===== src/rtl/de1_soc_pio_pkg.sv =====
// Shared constants and types for the de1_soc_pio_in input port.
package de1_soc_pio_pkg;

  localparam int unsigned PIO_BUS_W  = 32;
  localparam int unsigned PIO_ADDR_W = 2;

  localparam logic [PIO_ADDR_W-1:0] PIO_REG_DATA = 2'd0;
  localparam logic [PIO_ADDR_W-1:0] PIO_REG_RAW  = 2'd1;
  localparam logic [PIO_ADDR_W-1:0] PIO_REG_MASK = 2'd2;
  localparam logic [PIO_ADDR_W-1:0] PIO_REG_EDGE = 2'd3;

  localparam int unsigned PIO_IRQ_LEVEL = 0;
  localparam int unsigned PIO_IRQ_EDGE  = 1;

  localparam int unsigned PIO_EDGE_RISE = 0;
  localparam int unsigned PIO_EDGE_FALL = 1;
  localparam int unsigned PIO_EDGE_ANY  = 2;

  typedef struct packed {
    logic                  valid;
    logic [PIO_ADDR_W-1:0] addr;
    logic [PIO_BUS_W-1:0]  data;
  } pio_wr_t;

  // Counter width for a debounce threshold; never narrower than one bit.
  function automatic int unsigned pio_cnt_width(input int unsigned cycles);
    if (cycles > 1) return unsigned'($clog2(cycles));
    return 1;
  endfunction

endpackage


===== src/rtl/de1_soc_pio_debounce.sv =====
// One input bit: two-flop synchroniser followed by an optional stability filter.
// Filter is built only when DE1_SOC_PIO_IN_DEBOUNCE_EN is defined.
module de1_soc_pio_debounce
  import de1_soc_pio_pkg::*;
#(
  parameter int unsigned DEBOUNCE_CYCLES = 50000
) (
  input  logic clk,
  input  logic reset_n,
  input  logic in_bit,
  output logic sync_in,
  output logic data_q
);

  logic meta;

  always_ff @(posedge clk or negedge reset_n) begin
    if (!reset_n) begin
      meta    <= 1'b0;
      sync_in <= 1'b0;
    end else begin
      meta    <= in_bit;
      sync_in <= meta;
    end
  end

`ifdef DE1_SOC_PIO_IN_DEBOUNCE_EN
  localparam int unsigned CNT_W = pio_cnt_width(DEBOUNCE_CYCLES);
  localparam logic [CNT_W-1:0] CNT_LAST = CNT_W'(DEBOUNCE_CYCLES - 1);

  logic [CNT_W-1:0] cnt;

  // Count mismatch cycles; accept on the last one, so cnt never passes CNT_LAST.
  always_ff @(posedge clk or negedge reset_n) begin
    if (!reset_n) begin
      cnt    <= '0;
      data_q <= 1'b0;
    end else if (sync_in == data_q) begin
      cnt <= '0;
    end else if (cnt == CNT_LAST) begin
      cnt    <= '0;
      data_q <= sync_in;
    end else begin
      cnt <= cnt + CNT_W'(1);
    end
  end
`else
  // Threshold has no meaning without the counter.
  localparam int unsigned unused_debounce_cycles = DEBOUNCE_CYCLES;

  always_ff @(posedge clk or negedge reset_n) begin
    if (!reset_n) data_q <= 1'b0;
    else          data_q <= sync_in;
  end
`endif

endmodule


===== src/rtl/de1_soc_pio_in.sv =====
// Avalon-MM input port: per-bit sync/debounce, edge capture (W1C) and maskable irq.
// Debounce counters are present only with DE1_SOC_PIO_IN_DEBOUNCE_EN defined.
module de1_soc_pio_in
  import de1_soc_pio_pkg::*;
#(
  parameter int unsigned WIDTH           = 10,
  parameter int unsigned IRQ_MODE        = 0,
  parameter int unsigned EDGE_TYPE       = 0,
  parameter int unsigned DEBOUNCE_CYCLES = 50000
) (
  input  logic                  clk,
  input  logic                  reset_n,
  input  logic [1:0]            address,
  input  logic                  chipselect,
  input  logic                  write_n,
  input  logic [31:0]           writedata,
  output logic [31:0]           readdata,
  output logic                  irq,
  input  logic [WIDTH-1:0]      in_port
);

  localparam int unsigned DB_CYCLES = (DEBOUNCE_CYCLES == 0) ? 1 : DEBOUNCE_CYCLES;

  logic [WIDTH-1:0] sync_in;
  logic [WIDTH-1:0] data_q;
  logic [WIDTH-1:0] data_d;
  logic [WIDTH-1:0] irq_mask;
  logic [WIDTH-1:0] edge_cap;
  logic [WIDTH-1:0] edge_hit;
  logic [WIDTH-1:0] edge_clr;
  logic [31:0]      rd_next;
  pio_wr_t          wr;
  logic             unused_wr_data;

  for (genvar g = 0; g < WIDTH; g++) begin : g_bit
    de1_soc_pio_debounce #(
      .DEBOUNCE_CYCLES(DB_CYCLES)
    ) u_db (
      .clk    (clk),
      .reset_n(reset_n),
      .in_bit (in_port[g]),
      .sync_in(sync_in[g]),
      .data_q (data_q[g])
    );
  end

  always_comb begin
    wr.valid = chipselect & ~write_n;
    wr.addr  = address;
    wr.data  = writedata;
  end

  // Bits above WIDTH are not stored anywhere.
  assign unused_wr_data = ^wr.data;

  // Edge selection and W1C decode.
  always_comb begin
    edge_hit = data_q & ~data_d;
    if (EDGE_TYPE == PIO_EDGE_FALL)     edge_hit = ~data_q & data_d;
    else if (EDGE_TYPE == PIO_EDGE_ANY) edge_hit = data_q ^ data_d;
    edge_clr = '0;
    if (wr.valid && wr.addr == PIO_REG_EDGE) edge_clr = wr.data[WIDTH-1:0];
  end

  always_ff @(posedge clk or negedge reset_n) begin
    if (!reset_n) begin
      data_d   <= '0;
      irq_mask <= '0;
      edge_cap <= '0;
    end else begin
      data_d   <= data_q;
      edge_cap <= (edge_cap & ~edge_clr) | edge_hit;
      if (wr.valid && wr.addr == PIO_REG_MASK) irq_mask <= wr.data[WIDTH-1:0];
    end
  end

  always_comb begin
    rd_next = '0;
    case (address)
      PIO_REG_DATA: rd_next = 32'(data_q);
      PIO_REG_RAW:  rd_next = 32'(sync_in);
      PIO_REG_MASK: rd_next = 32'(irq_mask);
      PIO_REG_EDGE: rd_next = 32'(edge_cap);
      default:      rd_next = '0;
    endcase
  end

  // Reads are unstrobed: readdata tracks address every cycle.
  always_ff @(posedge clk or negedge reset_n) begin
    if (!reset_n) readdata <= '0;
    else          readdata <= rd_next;
  end

  assign irq = (IRQ_MODE == PIO_IRQ_EDGE) ? |(edge_cap & irq_mask) : |(data_q & irq_mask);

endmodule

===== config.mk =====
export PLATFORM = sky130hd
export DESIGN_NAME = de1_soc_pio_in
export DESIGN_NICKNAME = d
export VERILOG_FILES = /design/src/rtl/de1_soc_pio_pkg.sv /design/src/rtl/de1_soc_pio_debounce.sv /design/src/rtl/de1_soc_pio_in.sv
export SDC_FILE = /design/constraint.sdc
export NUM_CORES = 1
export LEC_CHECK = 0
export CORE_MARGIN = 3
export CORE_UTILIZATION = 49
export CTS_CLUSTER_SIZE = 14
export DETAILED_ROUTE_END_ITERATION = 8
export PLACE_DENSITY = 0.85
export SLEW_MARGIN = 20
export SYNTH_ARGS = -nofsm -noshare
export SYNTH_HDL_FRONTEND = slang
export SYNTH_SLANG_ARGS = --single-unit

===== constraint.sdc =====
create_clock -name clk -period 2.1 [get_ports clk]
set_clock_uncertainty 0.15 [all_clocks]
set_input_delay 0.525 -clock clk [delete_from_list [all_inputs] [get_ports clk]]
set_output_delay 0.525 -clock clk [all_outputs]
set_load 0.02 [all_outputs]

Yosys cells after proc, flatten, opt, wreduce, memory -nomap -nowiden
Index checks and enable logic that the tools add are counted.
{"block": "word_totals", "out_inout_bits": 33, "regBits": 92, "word_cells": 51}
{"block": "op_classes", "mux": 2, "n_eq_ne": 3, "n_reduce_logical": 4, "bitwise": 8}
{"operator": "case mux 32 bit (4 select lines)", "n": 1}
{"operator": "AND 10 bit", "n": 3}
{"operator": "NOT 10 bit", "n": 2}
{"operator": "two-way mux 10 bit", "n": 1}
{"operator": "bitwise OR 10 bit", "n": 1}
{"operator": "OR reduction 10 bit", "n": 1}
{"operator": "== test 2 bit (second input constant)", "n": 2}
{"operator": "== test 2 x 1 -> 1 bit (second input constant)", "n": 1}
{"operator": "logical AND 1 bit", "n": 2}
{"operator": "zero test 2 bit", "n": 1}
{"operator": "AND 1 bit", "n": 1}
{"operator": "NOT 1 bit", "n": 1}

Logic depth before layout (Yosys ltp)
{"block": "logic_depth", "word_depth": 7, "depth_mapped": 4, "depth_no_buf": 3}

Modules after synthesis
Synthesis repeated with hierarchy kept, for this count alone.
{"block": "hier_totals", "hier_cells": 155, "area_unflattened_um2": 2560.0}
{"module": "de1_soc_pio_in", "cells_each": 125, "n_inst": 1, "area_per_inst_um2": 1809.2}
{"module": "de1_soc_pio_debounce", "cells_each": 3, "n_inst": 10, "area_per_inst_um2": 75.1}

Least setup slack after synthesis
No wires, ideal clock.
{"block": "synth_timing", "kind": "reg2out", "start": "reg g_bit[8].u_db.data_q", "end": "out irq", "t_arrival_ns": 1.056, "n_path_buf": 0, "stages_incl_launch_ff": 4, "required_time_ns": 1.425, "setup_slack_ns": 0.369, "path_cell_list": "dfrtp_1 -> a22o_1 -> a221oi_1 -> nand4_1"}
{"block": "synth_between", "elab_chain_cells": 2}
{"item": "from (decl)", "line_no": "de1_soc_pio_debounce.sv:12", "text": "output logic data_q"}
{"item": "from (signal assigned)", "line_no": "de1_soc_pio_debounce.sv:53", "text": "else data_q <= sync_in;"}
{"item": "AND 10 bit", "line_no": "de1_soc_pio_in.sv:94", "text": "assign irq = (IRQ_MODE == PIO_IRQ_EDGE) ? |(edge_cap & irq_mask) : |(data_q & irq_mask);"}
{"item": "OR reduction 10 bit", "line_no": "de1_soc_pio_in.sv:94"}
{"item": "to (decl)", "line_no": "de1_soc_pio_in.sv:18", "text": "output logic irq,"}
No other way between the ends.

Worst setup path in the final report
Same ends and word-level chain as after synthesis.

==> results.yml <==
cells_and_area:
  fill_cells: 364
  layout-drive-gt1-share_pct: 25.5
  fin_nets: 263
  multi_input_area_um2: 658
  fin_util_pct: 66.7
  diodes: 0
  ff_latch_area_mm2: 0.00175
  area_delta_synth_final_pct: 27.4
floorplan:
  core-area_mm2: 0.00488
  die_h_um: 78.2
  row_count: 25
  die_w_um: 78.2
  ios: 81
  start_util_pct: 52.4
  dieArea_mm2: 0.00612
clocking:
  h-tree-depth: 3
  cts-root-buf: "clkbuf_8"
  cts_hold_buf: 0
  cts_made_buffers: 9
  cts_tree: "done"
  clkSinkCount: 70
  clockBufferDepth: 2
  insertion_delay_ns: 0.34
  clkTransAtPathRegs_ns: 0.07
detailed_routing:
  vias_per_cell: 4.63
  post-route-drc-count: 0
  postRouteAntennaNets: 0
  top_layer_used: "met4"
  wire_per_inst_um: 14.9
  dr.pass1.iters: 4
  dr.first_iter.drc_count: 56
  dr_wl_met2_mm: 2.03
  wl_mm: 4.26
  wl_met1_mm: 1.87
  num_vias: 1330
  route.met3.wl_um: 281
synthesis:
  ys_warn_count: 0
  ys.flop_type: "dfrtp_1"
  synth.top_cell.area_share_pct: 68.5
  synth_edf_count: 0
  avgSynthCellArea_um2: 16.5
  synthTopCellsByArea: "dfrtp_1 (69%), mux4_2 (8.8%), buf_4 (6.8%)"
  synthDistinctLibCells: 15
  synth_async_sr_flop_share_pct: 100
  ys_seq_area_share_pct: 68.5
  netlist_instances: 155
  yosysMostFrequentCell: "dfrtp_1"
  synth_top_area_cell: "dfrtp_1"
  mappedNetlistArea_mm2: 0.00256
  synth_top_cells_by_count: "dfrtp_1 (70), buf_4 (23), a22o_1 (11)"
  ys_ff_latch: 70
sta:
  period_minus_slack_ns: 2.12
  setup_viol: 1
  rsz0062_at_grt: "yes"
  finalMaxSlewViolations: 0
  finalCritPeriodShare_pct: 101
  hold_violations: 0
  fin_ws_ns: -0.0240
  max-slew-margin-rel_pct: 63.9
  tightest_slew_ns: 0.542
  fmax_mhz: 471
pwr:
  switching_share_pct: 23.3
  combPwrFrac_pct: 14.6
  internal_power_mw: 2.33
  clockPowerShare_pct: 35.0
  seqPwrFrac_pct: 50.4
  ir_drop_mv: 0.548
  switchingPower_mw: 0.709
  total_leakage_power_nw: 1.49
  p_per_area_mw_per_mm2: 933
placement:
  pre_cts_ws_ns: -0.152
  port_buffers: 36
  gp_congestion: 0.730
  dp_hpwl_mm: 3.05
global_routing:
  grt_first_pass_wirelength_mm: 7.01
  grt_max_degree: 29
  grtUsageTotal_pct: 16.1
  grt-ovfl-total: 0
  antenna_found_initial: 0
  first_global_vias: 1407
outcome:
  violations: "negative setup slack"
  status: "complete, but fails checks"
critical_path:
  startpoint_type: "flip-flop"
  critical_path_class: "reg -> out"
  cp.arrival_ns: 1.45
  path_max_fanout: 2
  crit_required_ns: 1.42
  end_kind: "output pin"
hold_path:
  hp-class: "in -> async"
flow_run:
  maxCapViolations: 0
-- repair_timing --
action,4_1_cts,5_1_grt
resized for setup,6,0
pin swaps,1,0
buffers inserted,1,1
endpoints found under the setup margin,1,1
-- flip-flops by register name, summed over array words and instances (netlist names) --
name	flops
g_bit.u_db.meta	10
readdata	10
irq_mask	10
g_bit.u_db.data_q	10
edge_cap	10
data_d	10
g_bit.u_db.sync_in	10
-- path summary, 6_finish.rpt --
check / endpoint / from / cells after the start / slack [ns]
worst max-delay path: irq / g_bit[8].u_db.data_q$_DFF_PN0_ / 4 / -0.02
worst max register to register: readdata[8]$_DFF_PN0_ / g_bit[8].u_db.data_q$_DFF_PN0_ / 4 / 0.63
min in group clk: g_bit[7].u_db.sync_in$_DFF_PN0_ / g_bit[7].u_db.meta$_DFF_PN0_ / 0 / 0.19
worst min-delay path: edge_cap[2]$_DFF_PN0_ / reset_n / 1 / 0.02
worst min register to register: g_bit[7].u_db.sync_in$_DFF_PN0_ / g_bit[7].u_db.meta$_DFF_PN0_ / 0 / 0.19
max in group asynchronous: g_bit[1].u_db.sync_in$_DFF_PN0_ / reset_n / 2 / 1.25
-- metal layers --
metal	track usage, %	vias up
met4	9.97	0
met1	20.9	659
li1	-	615
met5	0	-
met3	5.50	8
met2	23.2	48
-- power groups by stage --
stage / clock, mW / sequential (mW) / combinational [mW]
3_5_place_dp: 0 / 1.56 / 0.441
2_1_floorplan: 0 / 1.57 / 0.227
3_3_place_gp: 0 / 1.55 / 0.430
6_report: 1.06 / 1.53 / 0.443
5_1_grt: 1.15 / 1.55 / 0.475
4_1_cts: 1.09 / 1.53 / 0.446
-- cell type report --
type | count | share of cell area [%]
Multi-Input combinational cell | 70 | 20.2
Tap cell | 67 | 2.57
Timing Repair Buffer | 54 | 16.1
Inverter | 10 | 1.15
Clock inverter | 4 | 1.38
Clock buffer | 12 | 4.76
Sequential cell | 70 | 53.8
-- cell usage in the layout (no fill, tap or decap), types with 3 or more instances in the layout --
master / instances
clkbuf_8: 11
clkinv_2: 3
buf_4: 16
clkdlybuf4s50_1: 34
mux2_4: 10
a22oi_1: 3
conb_1: 22
mux4_2: 10
dfrtp_1: 70
inv_1: 10
nand2_1: 10
a22o_1: 11
buf_12: 3
-- through the flow --
stage          instance area [um^2]  std cells  hold WS, ns  TNS (ns)  total power [mW]
3_5_place_dp                   3040        269        0.185    -0.159              2.00
5_1_grt                        3260        287       0.0397    -0.119              3.17
3_3_place_gp                   3040        269        0.181    -0.165              1.98
6_report                       3260        287       0.0157   -0.0240              3.04
4_1_cts                        3250        286       0.0156   -0.0633              3.07
2_1_floorplan                  2640        176       0.0794         0              1.80
-- cell families (layout without fill, tap and decap cells) --
kind of cell / after synthesis / count (layout) / share of synthesized area (%)
flip-flops: 70 / 70 / 68.5
other: 1 / 22 / 0.147
buffers and inverters: 36 / 80 / 9.06
AO/OA/AOI/OAI: 15 / 15 / 4.99
multiplexers: 20 / 20 / 14.7
AND/OR/NAND/NOR: 13 / 13 / 2.59
-- critical path: stages, from the launching register on --
cell      delay (ns)
dfrtp_1         0.38
a22o_1          0.24
a221oi_2        0.19
nand4_1         0.13
buf_4           0.18
No activity file was read; power rests on OpenSTA's default activity.
